<file path="src/rtl/pwm_cap_pkg.sv">
// pwm_cap_pkg: shared constants and FSM state type for the PWM capture block
// Contents: default CNT_W / TIMEOUT / NOM_PERIOD and the IDLE/HIGH/LOW state enum.
package pwm_cap_pkg;
    localparam int CNT_W      = 16;
    localparam int TIMEOUT    = 512;
    localparam int NOM_PERIOD = 256;
    typedef enum logic [1:0] {IDLE, HIGH, LOW} state_e;
endpackage

</file>
<file path="src/rtl/sync_edge_det.sv">
// sync_edge_det: 2-flop synchronizer plus registered rise/fall detector
// Ports: clk, rst (sync, active-low), pin (async input),
//        level (synced level), rise/fall (1-cycle pulses, 3 cycles after pin change).
module sync_edge_det (
    input  logic clk,
    input  logic rst,
    input  logic pin,
    output logic level,
    output logic rise,
    output logic fall
);
    logic       s1_q, s1_d, s2_q, s2_d, s3_q, s3_d;
    logic       rise_q, rise_d, fall_q, fall_d;
    logic [2:0] warm_q, warm_d;
    // Edges are suppressed until the pipeline holds real pin data, so a pin
    // that is already high at reset release does not look like a fresh rise.
    always_comb begin
        s1_d   = pin;
        s2_d   = s1_q;
        s3_d   = s2_q;
        warm_d = {warm_q[1:0], 1'b1};
        rise_d = warm_q[2] & s2_q & ~s3_q;
        fall_d = warm_q[2] & ~s2_q & s3_q;
    end
    always_ff @(posedge clk) begin
        if (!rst) begin
            s1_q   <= 1'b0;
            s2_q   <= 1'b0;
            s3_q   <= 1'b0;
            rise_q <= 1'b0;
            fall_q <= 1'b0;
            warm_q <= '0;
        end else begin
            s1_q   <= s1_d;
            s2_q   <= s2_d;
            s3_q   <= s3_d;
            rise_q <= rise_d;
            fall_q <= fall_d;
            warm_q <= warm_d;
        end
    end
    assign level = s3_q;
    assign rise  = rise_q;
    assign fall  = fall_q;
endmodule

</file>
<file path="src/rtl/pwm_capture.sv">
// pwm_capture: measures PWM high time, period and duty with a valid/ready output
// Ports: clk, rst (sync, active-low), pwm_in (async pin), meas_ready (consumer accept),
//        meas_valid, high_count, period, duty, static_lvl, period_err, overrun (sticky).
module pwm_capture #(
    parameter int CNT_W      = pwm_cap_pkg::CNT_W,
    parameter int TIMEOUT    = pwm_cap_pkg::TIMEOUT,
    parameter int NOM_PERIOD = pwm_cap_pkg::NOM_PERIOD
) (
    input  logic             clk,
    input  logic             rst,
    input  logic             pwm_in,
    input  logic             meas_ready,
    output logic             meas_valid,
    output logic [CNT_W-1:0] high_count,
    output logic [CNT_W-1:0] period,
    output logic [7:0]       duty,
    output logic             static_lvl,
    output logic             period_err,
    output logic             overrun
);
    import pwm_cap_pkg::*;
    localparam logic [CNT_W-1:0] CNT_MAX = '1;
    localparam logic [CNT_W-1:0] TO_LAST = CNT_W'(TIMEOUT - 1);
    localparam logic [CNT_W-1:0] NOM     = CNT_W'(NOM_PERIOD);
    localparam logic [CNT_W-1:0] DUTY_MAX = CNT_W'(255);
    logic             lvl, rise, fall;
    state_e           state_q, state_d;
    logic [CNT_W-1:0] cnt_q, cnt_d, hi_q, hi_d, to_q, to_d;
    logic             valid_q, valid_d, stat_q, stat_d, perr_q, perr_d, ovr_q, ovr_d;
    logic [CNT_W-1:0] high_q, high_d, per_q, per_d;
    logic [7:0]       duty_q, duty_d;
    logic             pub, pub_stat, pub_err, load, timeout;
    logic [CNT_W-1:0] pub_hi, pub_per;
    logic [7:0]       pub_duty;
    sync_edge_det u_sync (
        .clk   (clk),
        .rst   (rst),
        .pin   (pwm_in),
        .level (lvl),
        .rise  (rise),
        .fall  (fall)
    );
    always_comb begin
        state_d  = state_q;
        hi_d     = hi_q;
        cnt_d    = rise ? CNT_W'(1) : (cnt_q == CNT_MAX) ? cnt_q : cnt_q + 1'b1;
        timeout  = !rise && !fall && to_q == TO_LAST;
        to_d     = (rise || fall || timeout) ? '0 : to_q + 1'b1;
        pub      = 1'b0;
        pub_stat = 1'b0;
        pub_hi   = '0;
        pub_per  = '0;
        pub_err  = 1'b0;
        pub_duty = 8'd0;
        if (timeout) begin
            pub      = 1'b1;
            pub_stat = 1'b1;
            pub_duty = lvl ? 8'hFF : 8'h00;
            state_d  = IDLE;
        end else begin
            case (state_q)
                IDLE: state_d = rise ? HIGH : IDLE;
                HIGH: begin
                    state_d = fall ? LOW : HIGH;
                    hi_d    = fall ? cnt_q : hi_q;
                end
                LOW: begin
                    state_d  = rise ? HIGH : LOW;
                    pub      = rise;
                    pub_hi   = hi_q;
                    pub_per  = cnt_q;
                    pub_err  = cnt_q != NOM;
                    pub_duty = pub_err ? 8'd0 : (hi_q > DUTY_MAX) ? 8'hFF : hi_q[7:0];
                end
                default: state_d = IDLE;
            endcase
        end
        // A publish lands if the slot is free or is being handed off this cycle.
        load    = pub && (!valid_q || meas_ready);
        valid_d = load || (valid_q && !meas_ready);
        ovr_d   = ovr_q || (pub && valid_q && !meas_ready);
        high_d  = load ? pub_hi : high_q;
        per_d   = load ? pub_per : per_q;
        duty_d  = load ? pub_duty : duty_q;
        stat_d  = load ? pub_stat : stat_q;
        perr_d  = load ? pub_err : perr_q;
    end
    always_ff @(posedge clk) begin
        if (!rst) begin
            state_q <= IDLE;
            cnt_q   <= '0;
            hi_q    <= '0;
            to_q    <= '0;
            valid_q <= 1'b0;
            high_q  <= '0;
            per_q   <= '0;
            duty_q  <= 8'd0;
            stat_q  <= 1'b0;
            perr_q  <= 1'b0;
            ovr_q   <= 1'b0;
        end else begin
            state_q <= state_d;
            cnt_q   <= cnt_d;
            hi_q    <= hi_d;
            to_q    <= to_d;
            valid_q <= valid_d;
            high_q  <= high_d;
            per_q   <= per_d;
            duty_q  <= duty_d;
            stat_q  <= stat_d;
            perr_q  <= perr_d;
            ovr_q   <= ovr_d;
        end
    end
    assign meas_valid = valid_q;
    assign high_count = high_q;
    assign period     = per_q;
    assign duty       = duty_q;
    assign static_lvl = stat_q;
    assign period_err = perr_q;
    assign overrun    = ovr_q;
endmodule
</file>
<file path="config.mk">
export PLATFORM = sky130hd
export DESIGN_NAME = pwm_capture
export DESIGN_NICKNAME = d
export VERILOG_FILES = /design/src/rtl/pwm_cap_pkg.sv /design/src/rtl/sync_edge_det.sv /design/src/rtl/pwm_capture.sv
export SDC_FILE = /design/constraint.sdc
export NUM_CORES = 1
export LEC_CHECK = 0
export BUFFER_PORTS_ARGS = -buffer_cell sky130_fd_sc_hd__buf_2
export CAP_MARGIN = 40
export CORE_MARGIN = 10
export CORE_UTILIZATION = 30
export CTS_CLUSTER_DIAMETER = 200
export DETAILED_ROUTE_END_ITERATION = 7
export GPL_TIMING_DRIVEN = 0
export SLEW_MARGIN = 25
export SYNTH_ARGS = -nofsm -noshare
export SYNTH_HDL_FRONTEND = slang
export SYNTH_HIERARCHICAL = 1
export SYNTH_SLANG_ARGS = --single-unit
</file>
<file path="constraint.sdc">
create_clock -name clk -period 2.05 [get_ports clk]
set_input_delay 0.205 -clock clk [delete_from_list [all_inputs] [get_ports clk]]
set_output_delay 0.205 -clock clk [all_outputs]
set_load 0.02 [all_outputs]
</file>
# --- Yosys cells after proc, flatten, opt, wreduce, memory -nomap -nowiden ---
# Cells that the tools add are included.
word_totals:
  romBits: 0
  mem_count: 0
  output_inout_bits: 44
  mem_bits_rw: 0
  latch_bits: 0
  reg_bits: 102
  inputBits: 4
op_classes:
  n_div: 0
  reduce_logical: 20
  multipliers: 0
  n_addsub: 2
  n_lt_le_gt_ge: 1
  mux: 21
  n_eq_ne: 6
  shift: 0
  bitwise: 8
op_table:
  columns: ["operator", "n"]
  rows:
  - ["16-bit 2-to-1 mux", 4]
  - ["8-bit 2-to-1 mux", 5]
  - ["16-bit by 1-bit adder with 16-bit output (second input constant)", 2]
  - ["16-bit equality test (second input constant)", 1]
  - ["16-bit by 9-bit equality test with 1-bit output (second input constant)", 1]
  - ["16-bit by 8-bit > comparator with 1-bit output (second input constant)", 1]
  - ["16-bit by 9-bit != test with 1-bit output (second input constant)", 1]
  - ["1-bit 2-to-1 mux", 9]
  - ["1-bit logical AND", 6]
  - ["2-bit one-hot mux with 3 select lines", 1]
  - ["2-bit OR reduction", 3]
  - ["1-bit logical OR", 5]
  - ["1-bit AND", 4]
  - ["1-bit logical NOT", 4]
  - ["2-bit 2-to-1 mux", 2]
  - ["1-bit NOT", 4]
  - ["3-bit AND reduction", 1]
  - ["2-bit by 1-bit equality test with 1-bit output (second input constant)", 1]
  - ["2-bit equality test (second input constant)", 1]
  - ["2-bit logical NOT", 1]
  - ["2-bit by 1-bit != test with 1-bit output (second input constant)", 1]

# --- Logic depth before layout (Yosys ltp) ---
logic_depth:
  ltp_word: 7
  mapped_depth: 9
  mapped_depth_nobuf: 7

# --- Cells and area by module ---
# Netlist, hierarchy kept.
modules_own_cells:
  columns: ["module", "area_each_um2", "cells_per_inst", "instances"]
  rows:
  - ["pwm_capture", 3895.0, 464, 1]
  - ["sync_edge_det", 217.7, 15, 1]

# --- Worst setup path before layout ---
# OpenSTA, ideal clock, no wires.
synth_path:
  path_kind: "flip-flop to flip-flop"
  start: "register cnt_q[0]"
  end: "register cnt_q[4]"
  stages_incl_launch_ff: 8
  t_required_ns: 1.922
  path_slack_ns: 0.105
  arrival_time_ns: 1.817
  path_cell_list: "dfxtp_1 -> ha_1 -> nand3_1 -> or4_1 -> buf_2 -> nand4_2 -> xor2_1 -> nor2_1"
synth_via:
  elab_chain_cells: 1
  word_cells_on_any_way: 2
synth_lines:
  columns: ["item", "line_no", "source"]
  rows:
  - ["start, declared", "pwm_capture.sv:28", "logic [CNT_W-1:0] cnt_q, cnt_d, hi_q, hi_d, to_q, to_d;"]
  - ["start signal, assigned", "pwm_capture.sv:103", "cnt_q <= cnt_d;"]
  - ["16-bit by 1-bit adder with 16-bit output / 16-bit equality test (equally long branches)", "pwm_capture.sv:46", "cnt_d = rise ? CNT_W'(1) : (cnt_q == CNT_MAX) ? cnt_q : cnt_q + 1'b1;"]
# Several ways; a longest one is shown, not always the timed one.
# A chain may end at the register's enable or synchronous reset.

# --- Worst setup path after layout ---
layout_path:
  start: "register to_q[1]"
  end: "register per_q[13], in the netlist period[13]"
layout_via:
  elab_chain_cells: 4
  word_cells_on_any_way: 5
layout_lines:
  columns: ["item", "line_no", "source"]
  rows:
  - ["start, declared", "pwm_capture.sv:28", null]
  - ["start signal, assigned", "pwm_capture.sv:105", "to_q <= to_d;"]
  - ["16-bit by 9-bit equality test with 1-bit output (*)", "pwm_capture.sv:47", "timeout = !rise && !fall && to_q == TO_LAST;"]
  - ["1-bit logical AND (*)", "pwm_capture.sv:47", null]
  - ["1-bit 2-to-1 mux", "pwm_capture.sv:55", "if (timeout) begin"]
  - ["1-bit logical AND", "pwm_capture.sv:79", "load = pub && (!valid_q || meas_ready);"]
  - ["end signal, assigned", "pwm_capture.sv:108", "per_q <= per_d;"]
  - ["end, declared", "pwm_capture.sv:30", "logic [CNT_W-1:0] high_q, high_d, per_q, per_d;"]
# Mark *: on every way between the ends. The rest lies on a longest branch, timed or not.

==> reports/results.ini <==
[critical_path]
cp-start-kind = flop
crit_path_end_kind = flop
critPathArrivalTime_ns = 2.22
crit_top_cell = buf_6
slowest_delay_ns = 0.36
worstPathRequired_ns = 2.32
path_class = flop to flop
slowest_stage = dfxtp_1
r2r-end = period[13]
rrSetupSlack_ns = 0.10
r2r_cells = 9
critPathTopFamily = buffers and inverters
worst-path-max-fanout = 10
crit_chain = ha_2 > and3_1 > buf_2 > and4_1 > buf_6 > a31o_4 > buf_6 > nand3_1 > a21oi_1
rr_startpoint = to_q[1]
cp.buffers_inverters = 3

[synth]
yosysUniqueCellTypes = 46
synth_fp_nets = 486
ys_ff_latch = 102
synth_edf_count = 0
syn_avg_cell_area_um2 = 8.59
ys_seq_area_frac = 0.497
yosysWarnings = 6
synthArstFlopShare = 0
synth_flop_cell = dfxtp_1
synth_top_area_cell = dfxtp_1
synth_area_um2 = 4110
synthCells = 479
synth_area_leaders = dfxtp_1 50%, nand2_1 7.3%, a21oi_1 7.1%
yosys.area.top_type_share = 0.497

[drt]
wl_um = 10300
ant_nets = 0
viasPerCell = 4.89
dr.first_iter.drc_count = 228
remaining_drc_errors = 0
wl_per_cell_um = 14.2
vias = 3528
drtPass1Iterations = 5

[floorplan]
fp.dieH_um = 137
rows = 42
dieArea_um2 = 18800
dieWidth_um = 137
initial_core_util = 0.308
core-area_um2 = 13300
pin_count = 48

[pwr]
ir_drop_mv = 0.470
power.share.combinational = 0.024
power_mw = 3.82
pwr-share-clk = 0.449
p_sw_frac = 0.218
cellPowerDensity_nw_per_um2 = 763
p_leak_nw = 1.95
seqPwrFrac = 0.528
power.switching_mw = 0.833
p_int_mw = 2.98

[timing]
slew_headroom = 0.494
layout_min_cycle_time_ns = 1.95
min_period_over_period = 0.951
worst_slew_pin_slew_ns = 0.757
hold_violations = 0
slew_violations = 0
fmax_mhz = 513
setup_viol = 0
skew_ns = 0.0150

[worst_hold_path]
hold_class = primary input to flop
hold_start = pwm_in
whs_path_depth = 2
hold_end = u_sync/s1_q

[final_layout]
layout_common_cells = 99 x dfxtp_1, 80 x nand2_1, 57 x a21oi_1
fin_area_um2 = 5000
final_common_cell = dfxtp_1
area_growth_pct = 21.6
diodes = 0
layout-drive-gt1-share = 0.204
fin_nets = 547

[flow_run]
drv_cap = 0

[clocking]
cts_buffers = 9
clock_latency_ns = 0.35
cts-root-buf = clkbuf_16
clk_path_buf_depth = 2
tritoncts = done
clk_pin_slew_ns = 0.07
clkSinkCount = 102
htreeDepth = 3

[global_routing]
overflow = 0
antenna_found_initial = 0
grt_pass1_vias = 3329
grt_usage = 0.109
grt_max_degree = 18
grt_pass1_wl_um = 16500

[run_status]
status = completed

[placed_design]
post_dp_cell_area_um2 = 4570
dp_hpwl_um = 7500
port_buffers = 47
globalplace.congestion = 0.800

-- metrics by stage --
stage | util | std cells | worst slack (ns) | setup TNS (ns) | hold WS [ns]
2_1_floorplan | - | 479 | 0.105 | 0 | 0.233
3_3_place_gp | 0.342 | 702 | -0.107 | -0.519 | 0.420
3_5_place_dp | 0.342 | 702 | -0.176 | -1.63 | 0.425
4_1_cts | 0.367 | 718 | 0.00367 | 0 | 0.0592
5_1_grt | 0.375 | 721 | -0.0146 | -0.0473 | 0.0714
6_report | 0.375 | 721 | 0.100 | 0 | 0.0694
-- power groups by stage --
stage / Clock, mW / Sequential [mW] / Combinational [mW]
6_report: 1.71 / 2.01 / 0.0906
4_1_cts: 1.76 / 2.01 / 0.0887
5_1_grt: 1.84 / 2.02 / 0.102
3_3_place_gp: 0 / 2.06 / 0.0866
2_1_floorplan: 0 / 2.05 / 0.0623
3_5_place_dp: 0 / 2.06 / 0.0881
-- kinds of logic (layout without fill, tap and decap cells) --
logic type | Yosys count | after routing | synth area share
buffers and inverters | 40 | 106 | 0.0478
adder cells (fa/ha/maj) | 3 | 3 | 0.00913
flip-flops | 102 | 102 | 0.497
AO/OA/AOI/OAI | 87 | 87 | 0.127
AND/OR/NAND/NOR | 224 | 224 | 0.270
XOR/XNOR | 21 | 21 | 0.0447
multiplexers | 2 | 2 | 0.00487
-- registers in the layout (all words and copies together) (netlist names), 2 cells and up --
| signal | count |
|---|---|
| u_sync/warm_q | 3 |
| state_q | 2 |
| to_q | 16 |
| hi_q | 16 |
| period | 16 |
| duty | 8 |
| high_count | 16 |
| cnt_q | 16 |
-- area by class of cell --
cell class / count / area [um^2]
tap: 176 / 220
sequential: 102 / 2050
timing repair buffer: 50 / 258
buffer: 33 / 229
fill: 1389 / 8350
multi-input combinational: 337 / 1930
clock inverter: 6 / 68.8
clock buffer: 10 / 229
inverter: 7 / 26.3
-- synthesized netlist by cell type (all sizes together), types with 5 or more instances --
library cell    n
and4            5
and2            6
clkbuf         12
nand3          43
nor2           42
nor4            7
buf            21
nor3            9
dfxtp         102
a21oi          59
inv             6
nand2          80
xor2           13
o211a           8
nand4          12
xnor2           8
o21ai          12
-- routing by layer --
metal  wire [um]  up-vias  GRT usage
met5           0        -          0
met1        4510     1681      0.134
met4         130        0     0.0340
met3         575       13     0.0352
li1            -     1766          -
met2        5050       68      0.177
-- worst max-delay path by stage --
stage | start | end | slack, ns | cells past startpoint
after global routing | to_q[1] | high_count[9] | -0.01 | 9
after global placement | cnt_q[0] | cnt_q[12] | -0.11 | 6
final | to_q[1] | period[13] | 0.10 | 9
after CTS | to_q[0] | period[13] | 0.004 | 9
after floorplan | cnt_q[0] | cnt_q[4] | 0.11 | 7
after detailed placement | cnt_q[0] | cnt_q[3] | -0.18 | 7
-- worst register-to-register path: stages (launching register included) --
cell and delay, ns:
dfxtp_1 0.36, ha_2 0.20, and3_1 0.14, buf_2 0.16, and4_1 0.21, buf_6 0.16, a31o_4 0.23, buf_6 0.17
nand3_1 0.09, a21oi_1 0.16
-- what timing repair did --
item	4_1_cts	5_1_grt
buffers inserted	0	3
gates resized for setup	10	27
setup endpoints to repair	42	50
pin swaps	0	3
cloned	0	0
hold buffers	0	0
Note: power is estimated with default switching activity, not from simulation.
